==> src/rtl/axi4lite_reg_slave_if.sv <==
// AXI4-Lite bus bundle for axi4lite_reg_slave, plus the write/read response encodings it returns.
`timescale 1ns/1ps

package AXI4LiteWriteResp;
    typedef enum logic [1:0] {
        OKAY   = 2'b00,
        EXOKAY = 2'b01,
        SLVERR = 2'b10,
        DECERR = 2'b11
    } Type;
endpackage

package AXI4LiteReadResp;
    typedef enum logic [1:0] {
        OKAY   = 2'b00,
        EXOKAY = 2'b01,
        SLVERR = 2'b10,
        DECERR = 2'b11
    } Type;
endpackage

interface axi4lite_reg_slave_if #(
    parameter int ADDR_W = 12
) ();
    logic [ADDR_W-1:0] awaddr;
    logic              awvalid;
    logic              awready;
    logic [31:0]       wdata;
    logic [3:0]        wstrb;
    logic              wvalid;
    logic              wready;
    logic [1:0]        bresp;
    logic              bvalid;
    logic              bready;
    logic [ADDR_W-1:0] araddr;
    logic              arvalid;
    logic              arready;
    logic [31:0]       rdata;
    logic [1:0]        rresp;
    logic              rvalid;
    logic              rready;

    modport master (
        output awaddr, awvalid, wdata, wstrb, wvalid, bready, araddr, arvalid, rready,
        input  awready, wready, bresp, bvalid, arready, rdata, rresp, rvalid
    );

    modport slave (
        input  awaddr, awvalid, wdata, wstrb, wvalid, bready, araddr, arvalid, rready,
        output awready, wready, bresp, bvalid, arready, rdata, rresp, rvalid
    );
endinterface

==> src/rtl/axi4lite_reg_slave.sv <==
// AXI4-Lite slave terminating accesses into a bank of 32-bit registers; register 0 is a read-only ID,
// register contents are exported flat on regs_o.
`timescale 1ns/1ps

module axi4lite_reg_slave #(
    parameter int          ADDR_W   = 12,
    parameter int          NUM_REGS = 8,
    parameter logic [31:0] ID_VALUE = 32'h5256_3332
) (
    input  logic                       clk,
    input  logic                       rst_n,
    axi4lite_reg_slave_if.slave        bus,
    output logic [32*NUM_REGS-1:0]     regs_o
);
    localparam int IW = ADDR_W - 2;
    localparam int SW = $clog2(NUM_REGS);

    logic                   aw_held;
    logic [IW-1:0]          aw_idx_q;
    logic                   w_held;
    logic [31:0]            w_data_q;
    logic [3:0]             w_strb_q;
    logic                   bvalid_q;
    AXI4LiteWriteResp::Type bresp_q;

    logic                   rvalid_q;
    logic [31:0]            rdata_q;
    AXI4LiteReadResp::Type  rresp_q;

    logic [31:0]            regs [1:NUM_REGS-1];

    logic                   awready;
    logic                   wready;
    logic                   arready;
    logic                   aw_hs;
    logic                   w_hs;
    logic                   ar_hs;
    logic                   commit;
    logic [IW-1:0]          wr_idx;
    logic [31:0]            wr_data;
    logic [3:0]             wr_strb;
    logic                   wr_mapped;
    AXI4LiteWriteResp::Type wr_resp;
    logic [IW-1:0]          rd_idx;
    logic                   rd_mapped;
    logic [31:0]            rd_word;

    // Byte offsets within a word carry no meaning here.
    logic unused_addr_lsbs;
    assign unused_addr_lsbs = &{1'b0, bus.awaddr[1:0], bus.araddr[1:0]};

    assign awready     = !aw_held && !bvalid_q;
    assign wready      = !w_held && !bvalid_q;
    assign arready     = !rvalid_q;

    assign bus.awready = awready;
    assign bus.wready  = wready;
    assign bus.bvalid  = bvalid_q;
    assign bus.bresp   = bresp_q;
    assign bus.arready = arready;
    assign bus.rvalid  = rvalid_q;
    assign bus.rdata   = rdata_q;
    assign bus.rresp   = rresp_q;

    assign aw_hs = bus.awvalid && awready;
    assign w_hs  = bus.wvalid && wready;
    assign ar_hs = bus.arvalid && arready;

    // A channel arriving on this edge counts as held, so the commit lands on the later handshake edge.
    always_comb begin
        commit    = (aw_held || aw_hs) && (w_held || w_hs);
        wr_idx    = aw_held ? aw_idx_q : bus.awaddr[ADDR_W-1:2];
        wr_data   = w_held ? w_data_q : bus.wdata;
        wr_strb   = w_held ? w_strb_q : bus.wstrb;
        wr_mapped = 32'(wr_idx) < 32'(NUM_REGS);
        wr_resp   = AXI4LiteWriteResp::OKAY;
        if (!wr_mapped) begin
            wr_resp = AXI4LiteWriteResp::DECERR;
        end else if (wr_idx == '0) begin
            wr_resp = AXI4LiteWriteResp::SLVERR;
        end
    end

    always_ff @(posedge clk or negedge rst_n) begin
        if (!rst_n) begin
            aw_held  <= 1'b0;
            aw_idx_q <= '0;
            w_held   <= 1'b0;
            w_data_q <= '0;
            w_strb_q <= '0;
            bvalid_q <= 1'b0;
            bresp_q  <= AXI4LiteWriteResp::OKAY;
        end else begin
            if (bvalid_q && bus.bready) begin
                bvalid_q <= 1'b0;
            end
            if (commit) begin
                aw_held  <= 1'b0;
                w_held   <= 1'b0;
                bvalid_q <= 1'b1;
                bresp_q  <= wr_resp;
            end else begin
                if (aw_hs) begin
                    aw_held  <= 1'b1;
                    aw_idx_q <= bus.awaddr[ADDR_W-1:2];
                end
                if (w_hs) begin
                    w_held   <= 1'b1;
                    w_data_q <= bus.wdata;
                    w_strb_q <= bus.wstrb;
                end
            end
        end
    end

    always_ff @(posedge clk or negedge rst_n) begin
        if (!rst_n) begin
            for (int i = 1; i < NUM_REGS; i++) begin
                regs[i] <= '0;
            end
        end else if (commit && wr_mapped && (wr_idx != '0)) begin
            for (int b = 0; b < 4; b++) begin
                if (wr_strb[b]) begin
                    regs[wr_idx[SW-1:0]][8*b +: 8] <= wr_data[8*b +: 8];
                end
            end
        end
    end

    always_comb begin
        rd_idx    = bus.araddr[ADDR_W-1:2];
        rd_mapped = 32'(rd_idx) < 32'(NUM_REGS);
        rd_word   = ID_VALUE;
        if (rd_idx != '0) begin
            rd_word = regs[rd_idx[SW-1:0]];
        end
    end

    // Reads sample the registers before any same-edge commit lands, so they return the old value.
    always_ff @(posedge clk or negedge rst_n) begin
        if (!rst_n) begin
            rvalid_q <= 1'b0;
            rdata_q  <= '0;
            rresp_q  <= AXI4LiteReadResp::OKAY;
        end else begin
            if (rvalid_q && bus.rready) begin
                rvalid_q <= 1'b0;
            end
            if (ar_hs) begin
                rvalid_q <= 1'b1;
                rdata_q  <= rd_mapped ? rd_word : 32'h0;
                rresp_q  <= rd_mapped ? AXI4LiteReadResp::OKAY : AXI4LiteReadResp::DECERR;
            end
        end
    end

    always_comb begin
        regs_o       = '0;
        regs_o[31:0] = ID_VALUE;
        for (int i = 1; i < NUM_REGS; i++) begin
            regs_o[32*i +: 32] = regs[i];
        end
    end

endmodule

==> src/flat_wrapper.sv <==
// flat-port wrapper written by rule: the top's interface ports become plain ports
module axi4lite_reg_slave_flat 
#(
    parameter int          ADDR_W   = 12,
    parameter int          NUM_REGS = 8,
    parameter logic [31:0] ID_VALUE = 32'h5256_3332
)
  (clk, rst_n, regs_o, bus_awaddr, bus_awvalid, bus_wdata, bus_wstrb, bus_wvalid, bus_bready, bus_araddr, bus_arvalid, bus_rready, bus_awready, bus_wready, bus_bresp, bus_bvalid, bus_arready, bus_rdata, bus_rresp, bus_rvalid);
  axi4lite_reg_slave_if #(.ADDR_W(ADDR_W)) bus_i ();
  input  logic clk;
  input  logic rst_n;
  output logic [32*NUM_REGS-1:0] regs_o;
  input wire logic [$bits(bus_i.awaddr)-1:0] bus_awaddr;
  input wire logic [$bits(bus_i.awvalid)-1:0] bus_awvalid;
  input wire logic [$bits(bus_i.wdata)-1:0] bus_wdata;
  input wire logic [$bits(bus_i.wstrb)-1:0] bus_wstrb;
  input wire logic [$bits(bus_i.wvalid)-1:0] bus_wvalid;
  input wire logic [$bits(bus_i.bready)-1:0] bus_bready;
  input wire logic [$bits(bus_i.araddr)-1:0] bus_araddr;
  input wire logic [$bits(bus_i.arvalid)-1:0] bus_arvalid;
  input wire logic [$bits(bus_i.rready)-1:0] bus_rready;
  output wire logic [$bits(bus_i.awready)-1:0] bus_awready;
  output wire logic [$bits(bus_i.wready)-1:0] bus_wready;
  output wire logic [$bits(bus_i.bresp)-1:0] bus_bresp;
  output wire logic [$bits(bus_i.bvalid)-1:0] bus_bvalid;
  output wire logic [$bits(bus_i.arready)-1:0] bus_arready;
  output wire logic [$bits(bus_i.rdata)-1:0] bus_rdata;
  output wire logic [$bits(bus_i.rresp)-1:0] bus_rresp;
  output wire logic [$bits(bus_i.rvalid)-1:0] bus_rvalid;
  assign bus_i.awaddr = bus_awaddr;
  assign bus_i.awvalid = bus_awvalid;
  assign bus_i.wdata = bus_wdata;
  assign bus_i.wstrb = bus_wstrb;
  assign bus_i.wvalid = bus_wvalid;
  assign bus_i.bready = bus_bready;
  assign bus_i.araddr = bus_araddr;
  assign bus_i.arvalid = bus_arvalid;
  assign bus_i.rready = bus_rready;
  assign bus_awready = bus_i.awready;
  assign bus_wready = bus_i.wready;
  assign bus_bresp = bus_i.bresp;
  assign bus_bvalid = bus_i.bvalid;
  assign bus_arready = bus_i.arready;
  assign bus_rdata = bus_i.rdata;
  assign bus_rresp = bus_i.rresp;
  assign bus_rvalid = bus_i.rvalid;
  axi4lite_reg_slave #(.ADDR_W(ADDR_W), .NUM_REGS(NUM_REGS), .ID_VALUE(ID_VALUE)) u_core (.clk(clk), .rst_n(rst_n), .bus(bus_i), .regs_o(regs_o));
endmodule
==> config.mk <==
export PLATFORM = sky130hd
export DESIGN_NAME = axi4lite_reg_slave_flat
export DESIGN_NICKNAME = d
export VERILOG_FILES = /design/src/rtl/axi4lite_reg_slave_if.sv /design/src/rtl/axi4lite_reg_slave.sv /design/src/flat_wrapper.sv
export SDC_FILE = /design/constraint.sdc
export NUM_CORES = 1
export LEC_CHECK = 0
export CAP_MARGIN = 5
export CORE_MARGIN = 1.5
export CORE_UTILIZATION = 70
export CTS_BUF_LIST = sky130_fd_sc_hd__clkbuf_4 sky130_fd_sc_hd__clkbuf_8
export DETAILED_ROUTE_END_ITERATION = 16
export DONT_BUFFER_PORTS = 1
export HOLD_SLACK_MARGIN = 0.02
export PLACE_DENSITY_LB_ADDON = 0.2
export SLEW_MARGIN = 5
export SYNTH_ARGS = -nofsm -noshare
export SYNTH_HDL_FRONTEND = slang
export SYNTH_SLANG_ARGS = --single-unit
==> constraint.sdc <==
create_clock -name clk -period 6.8 [get_ports clk]
set_input_delay 1.36 -clock clk [delete_from_list [all_inputs] [get_ports clk]]
set_output_delay 1.36 -clock clk [all_outputs]
set_load 0.01 [all_outputs]
Word level (Yosys, flattened, before mapping)

Cells that the tools add are included.

$lt $le $gt $ge: 5
Multiplexer cells: 38
Bitwise operators: 3
Reduce and logical (&&, ||, !) cells: 26

Operators by type and width:

| operator                                            | count |
|---|---|
| two-way mux 224 bit                                 | 7 |
| bitwise mux 224 bit                                 | 4 |
| demux 32 bit (select 3 bit)                         | 4 |
| two-way mux 32 bit                                  | 6 |
| binary-select mux 32 bit (select 3 bit)             | 1 |
| two-way mux 24 bit                                  | 1 |
| < comparator 10 x 4 -> 1 bit, second input constant | 2 |
| nonzero test 10 bit                                 | 2 |
| two-way mux 16 bit                                  | 1 |
| logical AND 1 bit                                   | 11 |
| logical NOT 10 bit                                  | 1 |
| two-way mux 10 bit                                  | 1 |
| >= comparator 4 bit, second input constant          | 2 |
| two-way mux 1 bit                                   | 8 |
| two-way mux 8 bit                                   | 1 |
| NOT 3 -> 4 bit                                      | 2 |
| nonzero test 2 bit                                  | 4 |
| two-way mux 2 bit                                   | 3 |
| logical NOT 1 bit                                   | 4 |
| < comparator 4 x 1 -> 1 bit, second input constant  | 1 |
| two-way mux 4 bit                                   | 1 |
| AND reduction 2 bit                                 | 2 |
| logical OR 1 bit                                    | 2 |
| NOT 1 bit                                           | 1 |

Bits in registers: 310
Input bits: 67
Output and inout bits: 297
Word-level logic and storage cells: 89

Depth between registers and ports, before layout

Gate-level depths: netlist (run 1).

Depth in word-level cells: 17
Gate-level depth with buffers: 7

Worst setup path after synthesis (run 1)

Ideal clock, no wire load.

Path type: input port to flip-flop
Start: in bus_awaddr[11]
End: reg u_core.regs (netlist bit u_core.regs_o[160])
Setup time: 0.125 ns
Arrival: 3.145 ns
Required time: 6.675 ns
Path slack: 3.530 ns
Stages: 5
Path buffers: 1
Cells stage by stage: nor4_2 -> nand2_4 -> buf_12 -> a2111oi_4 -> mux2_2

Word-level cells in the longest chain between the ends: 4
Elaborated cells on any way between the ends: 5
Those cells by class: order compare (1); mux (1); reduce/logical (3)

Ends and longest elaborated chain:

| what                            | line                      | source |
|---|---|---|
| from (decl)                     | flat_wrapper.sv:13        | `input wire logic [$bits(bus_i.awaddr)-1:0] bus_awaddr;` |
| two-way mux 10 bit (*)          | axi4lite_reg_slave.sv:72  | `wr_idx = aw_held ? aw_idx_q : bus.awaddr[ADDR_W-1:2];` |
| < comparator 10 x 4 -> 1 bit    | axi4lite_reg_slave.sv:75  | `wr_mapped = 32'(wr_idx) < 32'(NUM_REGS);` |
| logical AND 1 bit               | axi4lite_reg_slave.sv:121 | `end else if (commit && wr_mapped && (wr_idx != '0)) begin` |
| logical AND 1 bit (*)           | axi4lite_reg_slave.sv:121 |  |
| to (signal, indexed assignment) | axi4lite_reg_slave.sv:124 | `regs[wr_idx[SW-1:0]][8*b +: 8] <= wr_data[8*b +: 8];` |
| to (decl)                       | axi4lite_reg_slave.sv:30  | `logic [31:0] regs [1:NUM_REGS-1];` |

Mark *: on every way between the ends. The rest lies on a longest branch, timed or not.
A chain may end at the register's enable or synchronous reset.

Worst setup path in the final report (run 1)

Start: reg u_core.w_held
End: reg u_core.regs (netlist bit u_core.regs_o[114])

Word-level cells in the longest chain between the ends: 11
Elaborated cells on any way between the ends: 19
Those cells by class: mux (12); reduce/logical (7)

Ends and longest elaborated chain:

| what                   | line                      | source |
|---|---|---|
| from (decl)            | axi4lite_reg_slave.sv:20  | `logic w_held;` |
| from (signal assigned) | axi4lite_reg_slave.sv:88  | `w_held <= 1'b0;` |
| from (signal assigned) | axi4lite_reg_slave.sv:99  | `w_held <= 1'b0;` |
| from (signal assigned) | axi4lite_reg_slave.sv:108 | `w_held <= 1'b1;` |
| two-way mux 4 bit      | axi4lite_reg_slave.sv:74  | `wr_strb = w_held ? w_strb_q : bus.wstrb;` |
| two-way mux 224 bit    | axi4lite_reg_slave.sv:123 | `if (wr_strb[b]) begin` |
| two-way mux 224 bit    | axi4lite_reg_slave.sv:121 |  |
| bitwise mux 224 bit    | axi4lite_reg_slave.sv:124 |  |
| two-way mux 224 bit    | axi4lite_reg_slave.sv:123 |  |
| two-way mux 224 bit    | axi4lite_reg_slave.sv:121 |  |
| bitwise mux 224 bit    | axi4lite_reg_slave.sv:124 |  |
| two-way mux 224 bit    | axi4lite_reg_slave.sv:123 |  |
| two-way mux 224 bit    | axi4lite_reg_slave.sv:121 |  |
| bitwise mux 224 bit    | axi4lite_reg_slave.sv:124 |  |
| two-way mux 224 bit    | axi4lite_reg_slave.sv:123 |  |

Several ways; a longest one is shown, not always the timed one. The select of a mux whose other input is x is not followed.

==> impl_metrics.py, run 1 <==
metrics = {
    "setup_path": {
        "timing.critical_path.buf_inv": 1,
        "critPathRequiredTime_ps": 7230,
        "timing.critical_path.slowest_cell_delay_ps": 1060,
        "cp_cell_sequence": "buf_4 > o221ai_4 > a2111oi_4 > mux2_2",
        "crit-reg2reg-launch": "u_core.w_held",
        "cp-start-kind": "register",
        "family_with_the_most_delay_on_the_worst_path": "compound AO/OA/AOI/OAI gates",
        "crit_slowest_cell": "a2111oi_4",
        "cp_max_fo": 27,
        "critical_path_cell_count": 4,
        "worstRegToRegCells": 4,
        "arrival_ps": 3830,
        "critPathCaptureType": "register",
        "cp-startpoint": "u_core.w_held",
        "crit_type": "reg2reg",
    },
    "synthesis": {
        "yosys_warnings": 0,
        "synth_mux_area_share_pct": 32.51,
        "syn_area_per_cell_sq_um": 15.33,
        "post_synth_instance_area_sq_um": 15230,
        "synth_fa_ha_area_share_pct": 0,
        "yosys.cell_types.count": 50,
        "yosys.area_share.xor_xnor_pct": 0,
        "netlist.top_cell.by_area": "dfrtp_1",
        "number_of_synthesized_flops_with_an_enable_pin": 0,
        "synthesized_area_fraction_occupied_by_ao_oa_aoi_and_oai_cells_pct": 10.25,
        "yosysSeqAreaShare_pct": 50.78,
        "largest_family_of_logic_cells_by_synthesized_area": "multiplexers",
        "synthArstFlopShare_pct": 100.0,
        "yosys_register_bits": 309,
        "synth_top_area_share_pct": 50.78,
        "post_synthesis_instance_total": 993,
        "ys_dominant_reg_cell": "dfrtp_1",
        "synthTopCellsByArea": "dfrtp_1 (51%), mux2_2 (17%), mux2_4 (11%)",
        "synth_simple_gate_area_share_pct": 2.827,
    },
    "cells_and_area": {
        "area.growth.synth_to_final_pct": 7.528,
        "combined_area_of_the_multi_input_logic_cells_sq_um": 7083,
        "antenna_cells_inserted": 0,
        "design.final.nets": 1060,
        "n_fill_cell": 1227,
        "layout.area.seq_sq_um": 7734,
        "fraction_of_final_layout_cells_sized_beyond_drive_strength_1_pct": 49.03,
    },
    "die": {
        "row_count": 53,
        "pin_count": 364,
        "fp.coreArea_sq_um": 21150,
        "die_area_sq_um": 22640,
        "initial_utilization_pct": 71.98,
        "die_w_microns": 150.5,
        "die_h_microns": 150.5,
    },
    "power_and_ir_drop": {
        "seqPwrFrac_pct": 46.1,
        "vdd_ir_drop_max_v": 0.0002829,
        "pwr_dens_nw_per_um2": 307.6,
        "p_comb_share_pct": 18.4,
        "p_sw_share_pct": 29.87,
        "internal-power_w": 0.003532,
        "clock_power_share_pct": 35.5,
        "power_switching_w": 0.001504,
        "power.leakage_nw": 7.406,
        "post-layout-total-power_w": 0.005036,
    },
    "routing": {
        "route.met3.wl_microns": 4134,
        "drc": 0,
        "dr_wl_met2_microns": 18190,
        "drt-initial-drc-count": 502,
        "route.vias.total": 8912,
        "finalWirelength_microns": 38450,
        "wl_met1_microns": 14580,
        "dr.max_layer_used": "met4",
        "ant_nets": 0,
        "average_wire_per_standard_cell_microns": 29.42,
        "detail_route.vias_per_cell": 6.819,
        "firstDrtPassIters": 4,
    },
    "global_routing": {
        "pin_count_of_the_biggest_net_entering_global_routing": 310,
        "number_of_antenna_violations_at_the_first_check_in_global_routing": 0,
        "gr-total-overflow": 0,
        "wire_length_of_the_first_global_routing_pass_microns": 57820,
        "grt_pass1_vias": 9420,
        "track_usage_pct": 34.47,
    },
    "timing": {
        "report.final.setup_viol": 0,
        "finalClockSkew_ps": 23.39,
        "hold_viol_final": 0,
        "layout_worst_path_cycle_share_pct": 50.08,
        "timing_max_transition_violations_final": 0,
        "max_slew_margin_pct": 17.75,
        "fin_crit_ps": 3405,
        "setup_total_negative_slack_ps": 0,
        "max_freq_mhz": 293.7,
        "timing_worst_slew_pin_value_ps": 1234,
        "rsz0062_at_grt": "no",
    },
    "place": {
        "port-buffer-count": 0,
        "hpwlAfterDp_microns": 25070,
        "place.gp.congestion": 0.8303,
    },
    "hold_path": {
        "worstHoldPathType": "in2async",
    },
    "clock_network": {
        "h-tree-depth": 2,
        "cts.sink_count": 309,
        "postCtsSetupRepairBufs": 0,
        "cts.path.max_buffers": 3,
        "cts_hold_buffers": 0,
        "clk-insertion-delay-late_ps": 570,
        "post_cts_resize_count": 0,
        "cts_inserted_buffers": 50,
        "path_clk_slew_ps": 60,
        "tritoncts": "done",
        "cts_root_buffer": "clkbuf_8",
    },
    "run_status": {
        "status": "complete, no violations",
    },
    "run": {
        "drv.max_cap_violation_count": 0,
    },
}
registers in the layout, summed over array words and instances (netlist names):
signal / flops
u_core.w_held: 1
u_core.aw_idx_q: 10
u_core.w_data_q: 32
u_core.bus.rvalid: 1
u_core.bus.bresp: 2
u_core.aw_held: 1
u_core.bus.rdata: 32
u_core.regs_o: 224
u_core.bus.bvalid: 1
u_core.w_strb_q: 4
u_core.bus.rresp: 1
synthesized netlist by cell type (2+ instances only):
library cell / instances
a2111oi_4: 24
inv_1: 11
buf_8: 2
mux2i_2: 4
nor3_1: 4
buf_1: 10
buf_2: 6
nor3b_1: 2
nor2_1: 6
mux2_2: 224
a22o_1: 18
mux2_4: 110
mux4_2: 32
nand2b_1: 2
nand3b_1: 2
a31oi_1: 5
o211ai_2: 4
a22oi_1: 32
and3_1: 2
o21ai_0: 36
and2b_1: 2
a211oi_1: 2
nor2b_1: 2
clkbuf_1: 32
nand2_1: 36
conb_1: 2
a221o_1: 14
buf_4: 34
dfrtp_1: 309
nor4_4: 2
nand2_4: 2
and2_1: 2
metal layers:
layer,up-vias,global-route usage [%]
met2,451,53.49
met5,-,0
met4,0,15.20
li1,3698,-
met1,4650,44.19
met3,113,11.79
layout by cell type, fill, tap and decap left out, types with 6 or more instances in the layout:
master	instances
a22o_1	18
inv_1	11
a221o_1	14
conb_1	32
clkinv_2	7
clkbuf_4	16
dfrtp_1	308
nand2_1	35
o21ai_0	36
nor2_1	6
clkbuf_8	65
a2111oi_4	24
mux4_2	32
a22oi_1	32
mux2_2	224
mux2_4	110
final timing paths:
path                                 endpoint  slack, ps
max                        u_core.regs_o[114]       3390
min                        u_core.regs_o[115]        500
max reg2reg                u_core.regs_o[114]       3390
min reg2reg                u_core.w_data_q[0]        500
max in group asynchronous  u_core.w_strb_q[0]       5890
min in group clk           u_core.w_data_q[0]        500
cell families after synthesis:
family | after synthesis
AO/OA/AOI/OAI | 143
buffers and inverters | 97
flip-flops | 309
multiplexers | 370
other | 2
AND/OR/NAND/NOR | 72
stage by stage:
stage / hold WS (ps) / worst slack (ps) / cell area, sq um / utilization [%] / std cells
2_1_floorplan: 473.7 / 3530 / 15340 / - / 1023
6_report: 502.6 / 3395 / 16370 / 77.39 / 1307
4_1_cts: 469.2 / 3438 / 16370 / 77.39 / 1307
3_5_place_dp: 487.2 / 2894 / 15230 / 72.01 / 1216
3_3_place_gp: 480.7 / 2946 / 15230 / 72.01 / 1216
5_1_grt: 472.4 / 3331 / 16370 / 77.39 / 1307
power by group through the flow:
stage	Clock (W)	Combinational (W)	Sequential [W]
after global placement	0	0.000888	0.00233
after detailed placement	0	0.000922	0.00235
after floorplan	0	0.000832	0.00225
final	0.00179	0.000928	0.00232
after global routing	0.00190	0.000984	0.00235
after CTS	0.00181	0.000924	0.00232
final cells by class:
type | instances | share of cell area, %
multi-input cells | 617 | 43.26
clock inverters | 10 | 0.7642
inverters | 11 | 0.2522
flip-flops and latches | 309 | 47.24
well taps | 275 | 2.102
repair buffers | 4 | 0.1834
clock buffers | 81 | 6.198
worst register-to-register path, stage by stage (launching register included):
cell       delay, ps
dfrtp_2          660
buf_4            540
o221ai_4         560
a2111oi_4       1060
mux2_2           440
(Power assumes the default switching activity.)
==> run 2, diff against run 1 <==
CORE_UTILIZATION = 60   (was 70)
clock period = 2.7 ns   (was 6.8 ns; I/O delays follow)
==> run 2 against run 1 <==
The flow now finishes with violations (hold timing). Worst hold slack worse by 830 ps. Sequential share of layout area down 1.1 points. Global-route usage decreased by 4.8 points. Combinational power grew to 2.7 times the previous value. Clock power up 140%. Setup slack worse by 3300 ps. Flip-flop and latch count is the same. Critical path depth rose by 2. Sequential power rose by 150%. Core utilization shrank 10 points. Via count grew 1.9%. Critical path type unchanged. Register-to-register slack worse by 3300 ps. Critical endpoint is now u_core.regs_o[44].
==> impl_metrics.py, run 2 (synthesis gave the netlist of run 1 again) <==
metrics = {
    "run_status": {
        "status": "finished with violations",
        "failing_checks": "hold timing",
    },
    "cells_and_area": {
        "design.final.nets": 1101,
        "final_common_cell": "dfrtp_1",
        "antenna_cells_inserted": 0,
        "area.growth.synth_to_final_pct": 10.14,
        "most-common-layout-cells": "dfrtp_1 (308), mux2_2 (224), mux2_4 (110)",
        "largest_register_ffs": 224,
        "fraction_of_final_layout_cells_sized_beyond_drive_strength_1_pct": 50.75,
        "n_fill_cell": 1753,
    },
    "clock_network": {
        "cts_root_buffer": "clkbuf_8",
        "post_cts_resize_count": 0,
        "postCtsSetupRepairBufs": 0,
        "path_clk_slew_ps": 60,
        "cts.path.max_buffers": 3,
        "clk-insertion-delay-late_ps": 580,
        "cts_inserted_buffers": 51,
        "tritoncts": "done",
        "h-tree-depth": 2,
        "cts.sink_count": 309,
    },
    "place": {
        "hpwlAfterDp_microns": 25070,
        "place.gp.congestion": 0.8435,
        "port-buffer-count": 0,
        "preCtsSetupSlack_ps": 157.3,
    },
    "timing": {
        "rsz0062_at_grt": "no",
        "layout_worst_path_cycle_share_pct": 95.09,
        "setup_total_negative_slack_ps": 0,
        "timing_worst_slew_pin_value_ps": 1178,
        "hold_viol_final": 309,
        "hold-worst-slack_ps": -324.5,
        "finalClockSkew_ps": 29.69,
        "fin_crit_ps": 2567,
        "finalWorstSetupSlack_ps": 132.6,
        "max_freq_mhz": 389.5,
        "report.final.setup_viol": 0,
        "timing_max_transition_violations_final": 0,
        "max_slew_margin_pct": 21.11,
    },
    "setup_path": {
        "crit_type": "reg2reg",
        "cp_cell_sequence": "buf_12 > or4b_1 > a222oi_1 > buf_4 > o211ai_2 > mux2_2",
        "crit_slowest_cell": "or4b_1",
        "cp-start-kind": "register",
        "cp_max_fo": 21,
        "arrival_ps": 3000,
        "critPathRequiredTime_ps": 3140,
        "critPathCaptureType": "register",
        "timing.critical_path.slowest_cell_delay_ps": 520,
    },
    "power_and_ir_drop": {
        "power.leakage_nw": 7.617,
        "pwr_dens_nw_per_um2": 751.0,
        "vdd_ir_drop_max_v": 0.0007037,
    },
    "global_routing": {
        "gr-total-overflow": 0,
        "wire_length_of_the_first_global_routing_pass_microns": 59040,
        "grt_pass1_vias": 9548,
        "number_of_antenna_violations_at_the_first_check_in_global_routing": 1,
        "pin_count_of_the_biggest_net_entering_global_routing": 310,
        "track_usage_pct": 29.68,
    },
    "die": {
        "row_count": 58,
        "fp.coreArea_sq_um": 25040,
        "pin_count": 364,
        "die_area_sq_um": 26340,
        "initial_utilization_pct": 60.81,
        "die_h_microns": 162.3,
        "die_w_microns": 162.3,
    },
    "run": {
        "drv.max_cap_violation_count": 0,
    },
    "routing": {
        "detail_route.vias_per_cell": 6.494,
        "firstDrtPassIters": 5,
        "drc": 0,
        "average_wire_per_standard_cell_microns": 27.87,
        "finalWirelength_microns": 38960,
        "ant_nets": 0,
        "route.vias.total": 9079,
        "drt-initial-drc-count": 586,
    },
    "hold_path": {
        "worstHoldPathType": "in2async",
    },
}
==> run 2: cell count changes in the layout (fill, tap and decap cells not counted), sizes merged <==
cell | before | now
bufinv | 3 | 0
clkbuf | 81 | 83
clkinv | 7 | 4
buf | 4 | 44
==> run 2: layer usage <==
layer	track usage, %	vias to the layer above	part of all wire (%)
met1	37.75	4763	39
met4	10.22	2	3.1
met2	47.61	435	47
met3	10.09	91	9.9
met5	0	-	0.044
li1	-	3788	-
==> run 2: report_power, final <==
part           total [W]  switching, W  leakage, nW  internal, W
Combinational    0.00248       0.00134         2.84      0.00114
Clock            0.00431       0.00185        0.579      0.00246
Sequential       0.00580      0.000612         4.19      0.00519
Total             0.0126       0.00380         7.62      0.00880
==> run 2: final cells by class <==
class	count	area, sq um	area share [%]
clock inverters	4	20.02	0.1194
multi-input cells	617	7083	42.24
flip-flops and latches	309	7734	46.12
inverters	11	41.29	0.2462
clock buffers	83	1061	6.327
repair buffers	44	417.9	2.492
well taps	330	412.9	2.462
==> run 2: critical path, delay by kind of cell, from the launching register on <==
kind / cells / cell delay, ps
AOI/OAI and AO/OA: 2 / 640
buffers and inverters: 2 / 410
DFF: 1 / 450
muxes: 1 / 390
and+or+nand+nor: 1 / 520
==> run 2: worst paths after layout <==
path	startpoint	endpoint	slack (ps)	cells past startpoint
min	rst_n	u_core.bus.rdata[21]	-320	0
min reg2reg	u_core.w_data_q[14]	u_core.w_data_q[14]	500	1
max reg2reg	u_core.aw_held	u_core.regs_o[44]	130	6
max in group asynchronous	rst_n	u_core.w_data_q[20]	2360	0
max	u_core.aw_held	u_core.regs_o[44]	130	6
min in group clk	bus_bready	u_core.bus.bvalid	50	1
==> run 2: metrics by stage <==
step	area, sq um	cells	power [W]	hold slack [ps]	util (%)
4_1_cts	16770	1398	0.01268	-359.0	66.98
3_5_place_dp	15690	1311	0.008356	251.8	62.66
2_1_floorplan	15340	1023	0.007751	244.4	-
6_report	16770	1398	0.01259	-324.5	66.98
3_3_place_gp	15690	1311	0.008247	251.9	62.66
5_1_grt	16770	1398	0.01313	-356.8	66.98
==> run 3, diff against run 2 <==
MAX_ROUTING_LAYER = met4   (was default)
==> run 3 against run 2 <==
The flow still finishes with violations (hold timing). Combinational power barely moved. Cell count up 0.14%. Setup slack improved by 4.0 ps. Sequential power about the same. Core utilization about the same. Non-clock buffer count is the same. Largest cell class unchanged. Wire length hardly changed. Via count down 0.88%.
==> impl_metrics.py, run 3 (synthesis gave the netlist of run 1 again) <==
metrics = {
    "global_routing": {
        "wire_length_of_the_first_global_routing_pass_microns": 59060,
        "grt_pass1_vias": 9537,
        "track_usage_pct": 30.62,
        "gr-total-overflow": 0,
        "pin_count_of_the_biggest_net_entering_global_routing": 310,
        "number_of_antenna_violations_at_the_first_check_in_global_routing": 1,
    },
    "routing": {
        "average_wire_per_standard_cell_microns": 27.85,
        "drc": 0,
        "ant_nets": 0,
        "drt-initial-drc-count": 635,
        "detail_route.vias_per_cell": 6.428,
        "firstDrtPassIters": 6,
        "finalWirelength_microns": 38990,
        "route.vias.total": 8999,
    },
    "timing": {
        "report.final.setup_viol": 0,
        "setup_total_negative_slack_ps": 0,
        "finalClockSkew_ps": 30.09,
        "fin_crit_ps": 2563,
        "hold_viol_final": 309,
        "rsz0062_at_grt": "no",
        "hold-worst-slack_ps": -325.1,
        "timing_worst_slew_pin_value_ps": 1151,
        "max_freq_mhz": 390.1,
        "layout_worst_path_cycle_share_pct": 94.94,
        "timing_max_transition_violations_final": 0,
        "max_slew_margin_pct": 22.89,
        "finalWorstSetupSlack_ps": 136.7,
    },
    "die": {
        "row_count": 58,
        "die_w_microns": 162.3,
        "die_area_sq_um": 26340,
        "die_h_microns": 162.3,
        "initial_utilization_pct": 60.81,
        "fp.coreArea_sq_um": 25040,
        "pin_count": 364,
    },
    "place": {
        "port-buffer-count": 0,
        "place.gp.congestion": 0.8567,
        "preCtsSetupSlack_ps": 157.3,
        "post_dp_cell_area_sq_um": 15690,
        "dp_cells": 1311,
        "hpwlAfterDp_microns": 25070,
    },
    "setup_path": {
        "flop_to_flop_setup_slack_ps": 140,
        "cp_max_fo": 21,
        "timing.critical_path.buf_inv": 2,
        "crit_type": "reg2reg",
        "crit_slowest_cell": "or4b_1",
        "timing.critical_path.slowest_cell_delay_ps": 520,
        "critPathCaptureType": "register",
        "family_with_the_most_delay_on_the_worst_path": "compound AO/OA/AOI/OAI gates",
        "crit-reg2reg-launch": "u_core.aw_held",
        "cp_cell_sequence": "buf_12 > or4b_1 > a222oi_1 > buf_4 > o211ai_2 > mux2_2",
        "cp-start-kind": "register",
        "arrival_ps": 3000,
        "worstRegToRegCells": 6,
        "critPathRequiredTime_ps": 3140,
        "critical_path.reg2reg.endpoint": "u_core.regs_o[44]",
    },
    "clock_network": {
        "clk-insertion-delay-late_ps": 580,
        "cts.sink_count": 309,
        "post_cts_resize_count": 0,
        "h-tree-depth": 2,
        "cts_inserted_buffers": 51,
        "cts_root_buffer": "clkbuf_8",
        "path_clk_slew_ps": 60,
        "tritoncts": "done",
        "postCtsSetupRepairBufs": 0,
        "cts.path.max_buffers": 3,
    },
    "run_status": {
        "failing_checks": "hold timing",
        "status": "finished with violations",
    },
    "cells_and_area": {
        "most-common-layout-cells": "dfrtp_1 (308), mux2_2 (224), mux2_4 (110)",
        "n_fill_cell": 1753,
        "fraction_of_final_layout_cells_sized_beyond_drive_strength_1_pct": 50.75,
        "largest_register_ffs": 224,
        "layout.area.seq_sq_um": 7734,
        "area.growth.synth_to_final_pct": 10.17,
        "combined_area_of_the_multi_input_logic_cells_sq_um": 7083,
        "design.final.nets": 1101,
        "final_cell_count_no_fill": 1400,
        "final_common_cell": "dfrtp_1",
        "final_cell_area_sq_um": 16770,
    },
    "run": {
        "drv.max_cap_violation_count": 0,
    },
    "hold_path": {
        "worstHoldPathType": "in2async",
    },
    "power_and_ir_drop": {
        "vdd_ir_drop_max_v": 0.0007072,
        "pwr_dens_nw_per_um2": 750.8,
        "power.leakage_nw": 7.617,
    },
}
[run 3: changes by cell type in the layout (fill, tap and decap cells not counted)]
| cell | change |
|---|---|
| diode_2 | +2 |
[run 3: where the power goes]
part / total, W / switching (W) / leakage, nW / internal [W]
clock network: 0.00431 / 0.00185 / 0.579 / 0.00246
registers: 0.00580 / 0.000609 / 4.19 / 0.00519
logic: 0.00248 / 0.00134 / 2.84 / 0.00114
[run 3: layer usage]
metal,global-route usage [%],wire length [microns],part of all wire [%]
met1,38.02,15660,40
met5,-,0,0
met4,10.26,1188,3.0
met3,10.06,3692,9.5
met2,47.42,18450,47
[run 3: final cells by class]
class	count	share of cell area, %
clock buffers	83	6.325
flip-flops and latches	309	46.10
well taps	330	2.461
multi-input cells	617	42.22
diodes	2	0.02984
clock inverters	4	0.1193
inverters	11	0.2461
repair buffers	44	2.491
[run 3: how the worst max path moves through the flow]
stage / start / end / depth (start not counted)
after floorplan: bus_awaddr[11] / u_core.regs_o[160] / 5
after global placement: bus_awaddr[11] / u_core.regs_o[179] / 6
after detailed placement: bus_awaddr[11] / u_core.regs_o[131] / 6
after CTS: u_core.aw_held / u_core.regs_o[42] / 6
after global routing: u_core.aw_held / u_core.regs_o[42] / 6
final: u_core.aw_held / u_core.regs_o[44] / 6
[run 3: worst reg2reg max path, stage by stage (launching register included)]
cell and delay, ps:
dfrtp_1 460, buf_12 190, or4b_1 530, a222oi_1 330
buf_4 210, o211ai_2 310, mux2_2 400
[run 3: stage by stage]
| step | util [%] | total power [W] |
|---|---|---|
| floorplan | - | 0.007751 |
| global placement | 62.66 | 0.008247 |
| global route | 67.00 | 0.01313 |
| CTS | 66.98 | 0.01268 |
| detailed placement | 62.66 | 0.008356 |
| finish | 67.00 | 0.01259 |
